[config.mk]
export PLATFORM = sky130hd
export DESIGN_NAME = instruction_pointer_unit
export DESIGN_NICKNAME = d
export VERILOG_FILES = /design/src/rtl/instruction_pointer_unit.sv
export SDC_FILE = /design/constraint.sdc
export NUM_CORES = 1
export LEC_CHECK = 0
export BUFFER_PORTS_ARGS = -buffer_cell sky130_fd_sc_hd__buf_2
export CORE_ASPECT_RATIO = 2
export CORE_MARGIN = 10
export CORE_UTILIZATION = 60
export CTS_CLUSTER_DIAMETER = 120
export DETAILED_ROUTE_END_ITERATION = 6
export GPL_TIMING_DRIVEN = 0
export PLACE_DENSITY = 0.85
export SYNTH_ARGS = -nofsm -noshare
export SYNTH_HDL_FRONTEND = slang
export SYNTH_SLANG_ARGS = --single-unit
[constraint.sdc]
create_clock -name Clock -period 4.7 [get_ports Clock]
set_clock_uncertainty 0.2 [all_clocks]
set_input_delay 0.94 -clock Clock [delete_from_list [all_inputs] [get_ports Clock]]
set_output_delay 0.94 -clock Clock [all_outputs]
set_load 0.03 [all_outputs]
[src/rtl/instruction_pointer_unit.sv]
// Fetch-stage instruction pointer with hardware return-address stack.
// Build option: define IPU_IDLE_LOOP_DETECT_EN to add self-jump detection.
//
// Ports:
//   Clock           rising-edge system clock
//   Reset           synchronous, active-high; returns to RUN, clears flags
//   iStall          hold oIP and stack this cycle (requests dropped)
//   iJump           load oIP with iTarget
//   iCall           push oIP+1, load oIP with iTarget
//   iRet            load oIP with popped return address
//   iTarget         jump/call target address
//   oIP             current instruction address to ROM
//   oHalted         fault halt active (stack overflow/underflow)
//   oStackOverflow  sticky: CALL attempted with stack full
//   oStackUnderflow sticky: RET attempted with stack empty
//   oStackCount     number of entries on the return stack
//   oIdleLoop       sticky self-jump flag (0 when feature not built)
module instruction_pointer_unit #(
    parameter int                ADDR_W      = 16,
    parameter int                STACK_DEPTH = 8,
    parameter logic [ADDR_W-1:0] RESET_ADDR  = '0
) (
    input  logic                           Clock,
    input  logic                           Reset,
    input  logic                           iStall,
    input  logic                           iJump,
    input  logic                           iCall,
    input  logic                           iRet,
    input  logic [ADDR_W-1:0]              iTarget,
    output logic [ADDR_W-1:0]              oIP,
    output logic                           oHalted,
    output logic                           oStackOverflow,
    output logic                           oStackUnderflow,
    output logic [$clog2(STACK_DEPTH):0]   oStackCount,
    output logic                           oIdleLoop
);

    localparam int PTR_W = $clog2(STACK_DEPTH);
    localparam int CNT_W = PTR_W + 1;
    localparam logic [CNT_W-1:0] FULL = CNT_W'(STACK_DEPTH);

    typedef enum logic {
        RUN,
        HALT
    } state_t;

    state_t            state;
    logic [ADDR_W-1:0] stack [STACK_DEPTH];
    logic [ADDR_W-1:0] ip;
    logic [ADDR_W-1:0] ip_inc;
    logic [CNT_W-1:0]  count;
    logic              halted;
    logic              overflow;
    logic              underflow;
    logic              active;
    logic              do_call;
    logic              do_push;
    logic [PTR_W-1:0]  push_idx;
    logic [PTR_W-1:0]  pop_idx;

    // RET outranks CALL, so a call only counts when no return is requested.
    assign active   = (state == RUN) && !iStall;
    assign do_call  = active && !iRet && iCall;
    assign do_push  = !Reset && do_call && (count != FULL);
    assign ip_inc   = ip + ADDR_W'(1);
    assign push_idx = count[PTR_W-1:0];
    assign pop_idx  = PTR_W'(count - CNT_W'(1));

    // Entries are never reset; only the valid region below count is read.
    always_ff @(posedge Clock) begin
        if (do_push) begin
            stack[push_idx] <= ip_inc;
        end
    end

`ifdef IPU_IDLE_LOOP_DETECT_EN
    logic idle_loop;
`endif

    always_ff @(posedge Clock) begin
        if (Reset) begin
            state     <= RUN;
            ip        <= RESET_ADDR;
            count     <= '0;
            halted    <= 1'b0;
            overflow  <= 1'b0;
            underflow <= 1'b0;
`ifdef IPU_IDLE_LOOP_DETECT_EN
            idle_loop <= 1'b0;
`endif
        end else begin
            case (state)
                RUN: begin
                    if (iStall) begin
                        // requests this cycle are dropped
                    end else if (iRet) begin
                        if (count != '0) begin
                            ip    <= stack[pop_idx];
                            count <= count - CNT_W'(1);
                        end else begin
                            underflow <= 1'b1;
                            halted    <= 1'b1;
                            state     <= HALT;
                        end
                    end else if (iCall) begin
                        if (count != FULL) begin
                            ip    <= iTarget;
                            count <= count + CNT_W'(1);
                        end else begin
                            overflow <= 1'b1;
                            halted   <= 1'b1;
                            state    <= HALT;
                        end
                    end else if (iJump) begin
`ifdef IPU_IDLE_LOOP_DETECT_EN
                        if (iTarget == ip) begin
                            idle_loop <= 1'b1;
                        end
`endif
                        ip <= iTarget;
                    end else begin
                        ip <= ip_inc;
                    end
                end
                HALT: begin
                    // frozen until Reset
                end
                default: state <= HALT;
            endcase
        end
    end

    assign oIP             = ip;
    assign oHalted         = halted;
    assign oStackOverflow  = overflow;
    assign oStackUnderflow = underflow;
    assign oStackCount     = count;

`ifdef IPU_IDLE_LOOP_DETECT_EN
    assign oIdleLoop = idle_loop;
`else
    assign oIdleLoop = 1'b0;
`endif

endmodule
# After elaboration in Yosys (flattened, before gate mapping)
# Memory sizes are Yosys's and may differ from the RTL's.
# Index checks and enable logic that the tools add are counted.
# W data, S select, Z words.
# word_totals
reg_bits,24
latchBits,0
mem_bits_rw,128
romBits,0
in_bits,22
output_inout_bits,24
elab_cells,57
memories,1
# classes
addsub,3
mul,0
n_div,0
order_cmp,0
n_eq_ne,5
n_shift,0
n_mux,21
n_bitwise,5
reduce_logical,16
# memory_table
memory,depth,width,read_ports,rd_ports_with_merged_regs,write_ports,line,source
stack,8,16,1,0,1,48,logic [ADDR_W-1:0] stack [STACK_DEPTH];
# ops
cell,count
$mux W16,5
$add A16 B1 Y16 const B,1
$mux W4,4
$reduce_and A5 Y1,3
$mux W1,12
$reduce_and A4 Y1,2
$logic_and A1 B1 Y1,5
$not A1 Y1,5
$add A4 B1 Y4 const B,1
$ne A2 B2 Y1 const B,2
$ne A4 B4 Y1 const B,1
$reduce_bool A2 Y1,2
$reduce_bool A4 Y1,1
$sub A4 B1 Y4 const B,1
$logic_not A1 Y1,3
$ne A3 B1 Y1 const B,1
$ne A2 B1 Y1 const B,1

# Depth between registers and ports, before layout
# depth
ltp_word,8
ltp_mapped,10
ltp_nobuf,7

# Least setup slack after synthesis
# No wires, ideal clock.
# synth_path
path_kind,flip-flop to flip-flop
from,"reg count[0], in the netlist oStackCount[0]"
to,"mem stack[1][0], enable pin"
setup_time_ns,0.409
t_arrival_ns,2.944
required_time_ns,4.091
setup_slack_ns,1.147
stages_incl_launch_ff,9
n_path_buf,2
period_less_slack_ns,3.553
cell_sequence,dfxtp_1 buf_2 buf_4 inv_1 ha_1 nand3b_1 nor3b_1 nand2_1 nor3_1
# synth_via
elab_chain_cells,4
# synth_lines
item,line,source
from (decl),51,logic [CNT_W-1:0] count;
from (signal assigned),99,count <= count - CNT_W'(1);
from (signal assigned),108,count <= count + CNT_W'(1);
$ne A4 B4 Y1,64,assign do_push = !Reset && do_call && (count != FULL);
$logic_and A1 B1 Y1,64,
$mux W1,71,if (do_push) begin
$mux W1 (not written as such),72,stack[push_idx] <= ip_inc;
to (decl),48,
# Several ways; a longest one is shown, not always the timed one.

# Worst setup path in the final report
# layout_path
from,"reg count[0], in the netlist oStackCount[0]"
to,"reg ip[12], in the netlist oIP[12]"
# layout_via
elab_chain_cells,4
elab_cells_between_ends,9
cone_classes,add/sub: 1; eq/ne: 3; mux: 2; reduce/logical: 2; memory: 1
# layout_lines
item,line,source
$sub A4 B1 Y4,-,
$mem_v2 Z8 W16,-,
$mux W16,97,if (count != '0) begin
$mux W16,96,end else if (iRet) begin
to (signal assigned),98,ip <= stack[pop_idx];
to (signal assigned),107,ip <= iTarget;
to (signal assigned),120,ip <= iTarget;
to (decl),49,logic [ADDR_W-1:0] ip;
# Several ways; a longest one is shown, not always the timed one. The select of a mux whose other input is x is not followed.
# A chain may end at the register's enable or synchronous reset.

==> run metrics <==
synth warn=0; Net Sw Power=1010 µW; top cell type's share of synthesized area=0.602; Min-Delay Path Depth=2; Clock Path Buffers=2; Post-synth EDFFs=128; Post-DP HPWL=10800 µm; Max Freq=0.285 GHz; chip width=92.9 µm; crit-path cells=buf_2 -> buf_4 -> inv_1 -> ha_1 -> clkbuf_1 -> clkbuf_1 -> mux4_2 -> a22oi_1 -> a41oi_1; WP buf/inv=5; worst hold path type=reg2reg; mux share of post-synthesis cell area=0.114; Comb pwr share=0.176; Post-Synth Adder-Cell Area=0.00784; FF-to-FF path depth=9; Initial Util=0.609; # placed instances=601; clock sink count=152; grt ovf=0; sw frac=0.283; most common cell after layout, fill and taps aside=edfxtp_1; most frequent cells in the layout=edfxtp_1 (128), nor2_1 (48), buf_2 (48); RSZ-0062 raised after global routing=no; worst vdd ir=0.000345 V; die area=0.0154 mm²; core area=0.0105 mm²; fin nets=509; largest net degree at the start of global routing=17; layout cell share with drive strength beyond 1=0.284; cell taking the most area after synthesis=edfxtp_1; gpl congestion=0.893; first-pass GRT wire length=24700 µm; Critical Path Start Type=flip-flop; Worst path slowest cell=clkbuf_1; diodes inserted=0; hold slack=0.298 ns; register area share after synthesis=0.678; pwr/cell area=474 mW/mm²; Avg Inst Size Synth=15.5 µm²; worst-margin pin slew=0.773 ns; Final Hold Viols=0; CP max stage delay=0.58 ns; # hold bufs at CTS=0; status=finished, violations left; Synth Area in Compound Gates=0.0674; Rows=53; CTS Root Cell=clkbuf_16; Cell Area, Synth=0.00638 mm²; Num CTS Buffers=17; PnR Total Power=3570 µW; leakage=0.00258 µW; min cycle time layout=3.51 ns; DR vias=4170; Worst Path Arrival=3.57 ns; Synth-to-Final Area Change=17.9%; clock network power share=0.376; Syn Nets=437; Syn Inst Count=411; largest cells by area after synthesis=edfxtp_1 (60%), mux4_2 (11%), dfxtp_1 (7.5%); routed len/inst=25.4 µm; Worst setup EP type=flip-flop; Final Max Tran Viols=0; Tcrit/Tclk final=0.746; vias in the first global route=4328; Distinct cells, synth=48; Clk Latency, worst-skew pair=0.43 ns; antenna violations before repair=0; slew margin rel.=0.485; post-route ant nets=0; setup bufs post-CTS=0; Tot GR Track Use=0.215; CTS tree=done; post-CTS resize count=0; largest family of logic cells by synthesized area=multiplexers; vias per cell=6.59; WP depth=9; failing checks=DRC; Max-cap violations=0; crit-path leading delay family=buffers and inverters; DRC Markers=1; Clock transition at path regs=0.06 ns; # port buffers=43; Setup CP Type=reg2reg; Initial DRT Pass Iterations=7; ys async rst share=0; cell mode on critical path=clkbuf_1; Post-Synth XOR/XNOR Area=0.0233; FF+latch count, synth=152; Synth Area in Simple Gates=0.0878; Cell Int Power=2560 µW; # IOs=46; DIE HEIGHT=166 µm; sequential share of power=0.448; number of setup violations in the final report=0; H-tree depth=4; Crit Path Max Fanout=10; Routed Wire Length=16100 µm; Iteration-0 DRC Markers=497; Top FF cell, synth=edfxtp_1; worst path required time=4.76 ns; Non-Filler Instances=633
==> synth_stat cells, types with 4 or more instances <==
library cell / n
a21oi_1: 11
a22oi_1: 10
a311oi_1: 11
buf_2: 5
buf_4: 4
clkbuf_1: 15
dfxtp_1: 24
edfxtp_1: 128
ha_1: 4
inv_1: 5
mux4_2: 32
nand2_1: 26
nor2_1: 54
nor3_1: 5
nor4_2: 5
o21ai_0: 4
o21ai_1: 7
xnor2_1: 7
xor2_1: 10
==> worst min-delay path: stages, from the launching register on <==
cell and delay (ns):
dfxtp_1 0.33, a21oi_1 0.05, nor2_1 0.08
==> layout make-up <==
cell class	count	area, µm²
tap	137	171
multi-input combinational	229	1950
inverter	5	18.8
timing repair buffer	53	375
sequential	152	4320
buffer	25	115
clock inverter	14	144
clock buffer	18	429
fill	679	2950
==> final timing paths <==
check	from	to	slack, ns
max	oStackCount[0]$_SDFFE_PP0P_	oIP[12]$_SDFFE_PP0P_	1.19
min	oStackUnderflow$_SDFFE_PP0P_	oStackUnderflow$_SDFFE_PP0P_	0.30
max reg2reg	oStackCount[0]$_SDFFE_PP0P_	oIP[12]$_SDFFE_PP0P_	1.19
min reg2reg	oStackUnderflow$_SDFFE_PP0P_	oStackUnderflow$_SDFFE_PP0P_	0.30
==> through the flow <==
| stage | util | setup TNS, ns | area (µm²) | worst slack (ns) |
|---|---|---|---|---|
| 4_1_cts | 0.718 | 0 | 7530 | 1.20 |
| 5_1_grt | 0.718 | 0 | 7530 | 0.996 |
| 3_3_place_gp | 0.646 | -10.89 | 6770 | -0.344 |
| 2_1_floorplan | - | 0 | 6380 | 1.15 |
| 3_5_place_dp | 0.664 | 0 | 6950 | 1.04 |
| 6_report | 0.718 | 0 | 7530 | 1.19 |
==> power groups by stage <==
stage                     clock network, µW  logic (µW)  registers (µW)
final                                  1340         630            1600
after global routing                   1390         669            1600
after CTS                              1340         627            1600
after detailed placement                  0         617            1620
after global placement                    0         593            1620
after floorplan                           0         378            1670
==> per-layer routing <==
layer	routed length, µm	GRT usage	up-vias	share of wire
li1	-	-	1750	-
met1	5470	0.235	2060	0.34
met2	8490	0.363	294	0.53
met3	1400	0.0638	66	0.087
met4	709	0.109	0	0.044
met5	0	0	-	0
==> state kept, by name (all words and copies together) (netlist names) <==
| register | cells |
|---|---|
| stack | 128 |
| oIP | 16 |
| oStackCount | 4 |
| oHalted | 1 |
| oStackOverflow | 1 |
| oStackUnderflow | 1 |
| state | 1 |
==> logic make-up after synthesis <==
kind of cell | count (synthesis)
AO/OA/AOI/OAI | 61
flip-flops | 152
other | 1
AND/OR/NAND/NOR | 113
buffers and inverters | 30
XOR/XNOR | 17
multiplexers | 33
adder cells (fa/ha/maj) | 4
No activity file was read; power rests on OpenSTA's default activity.
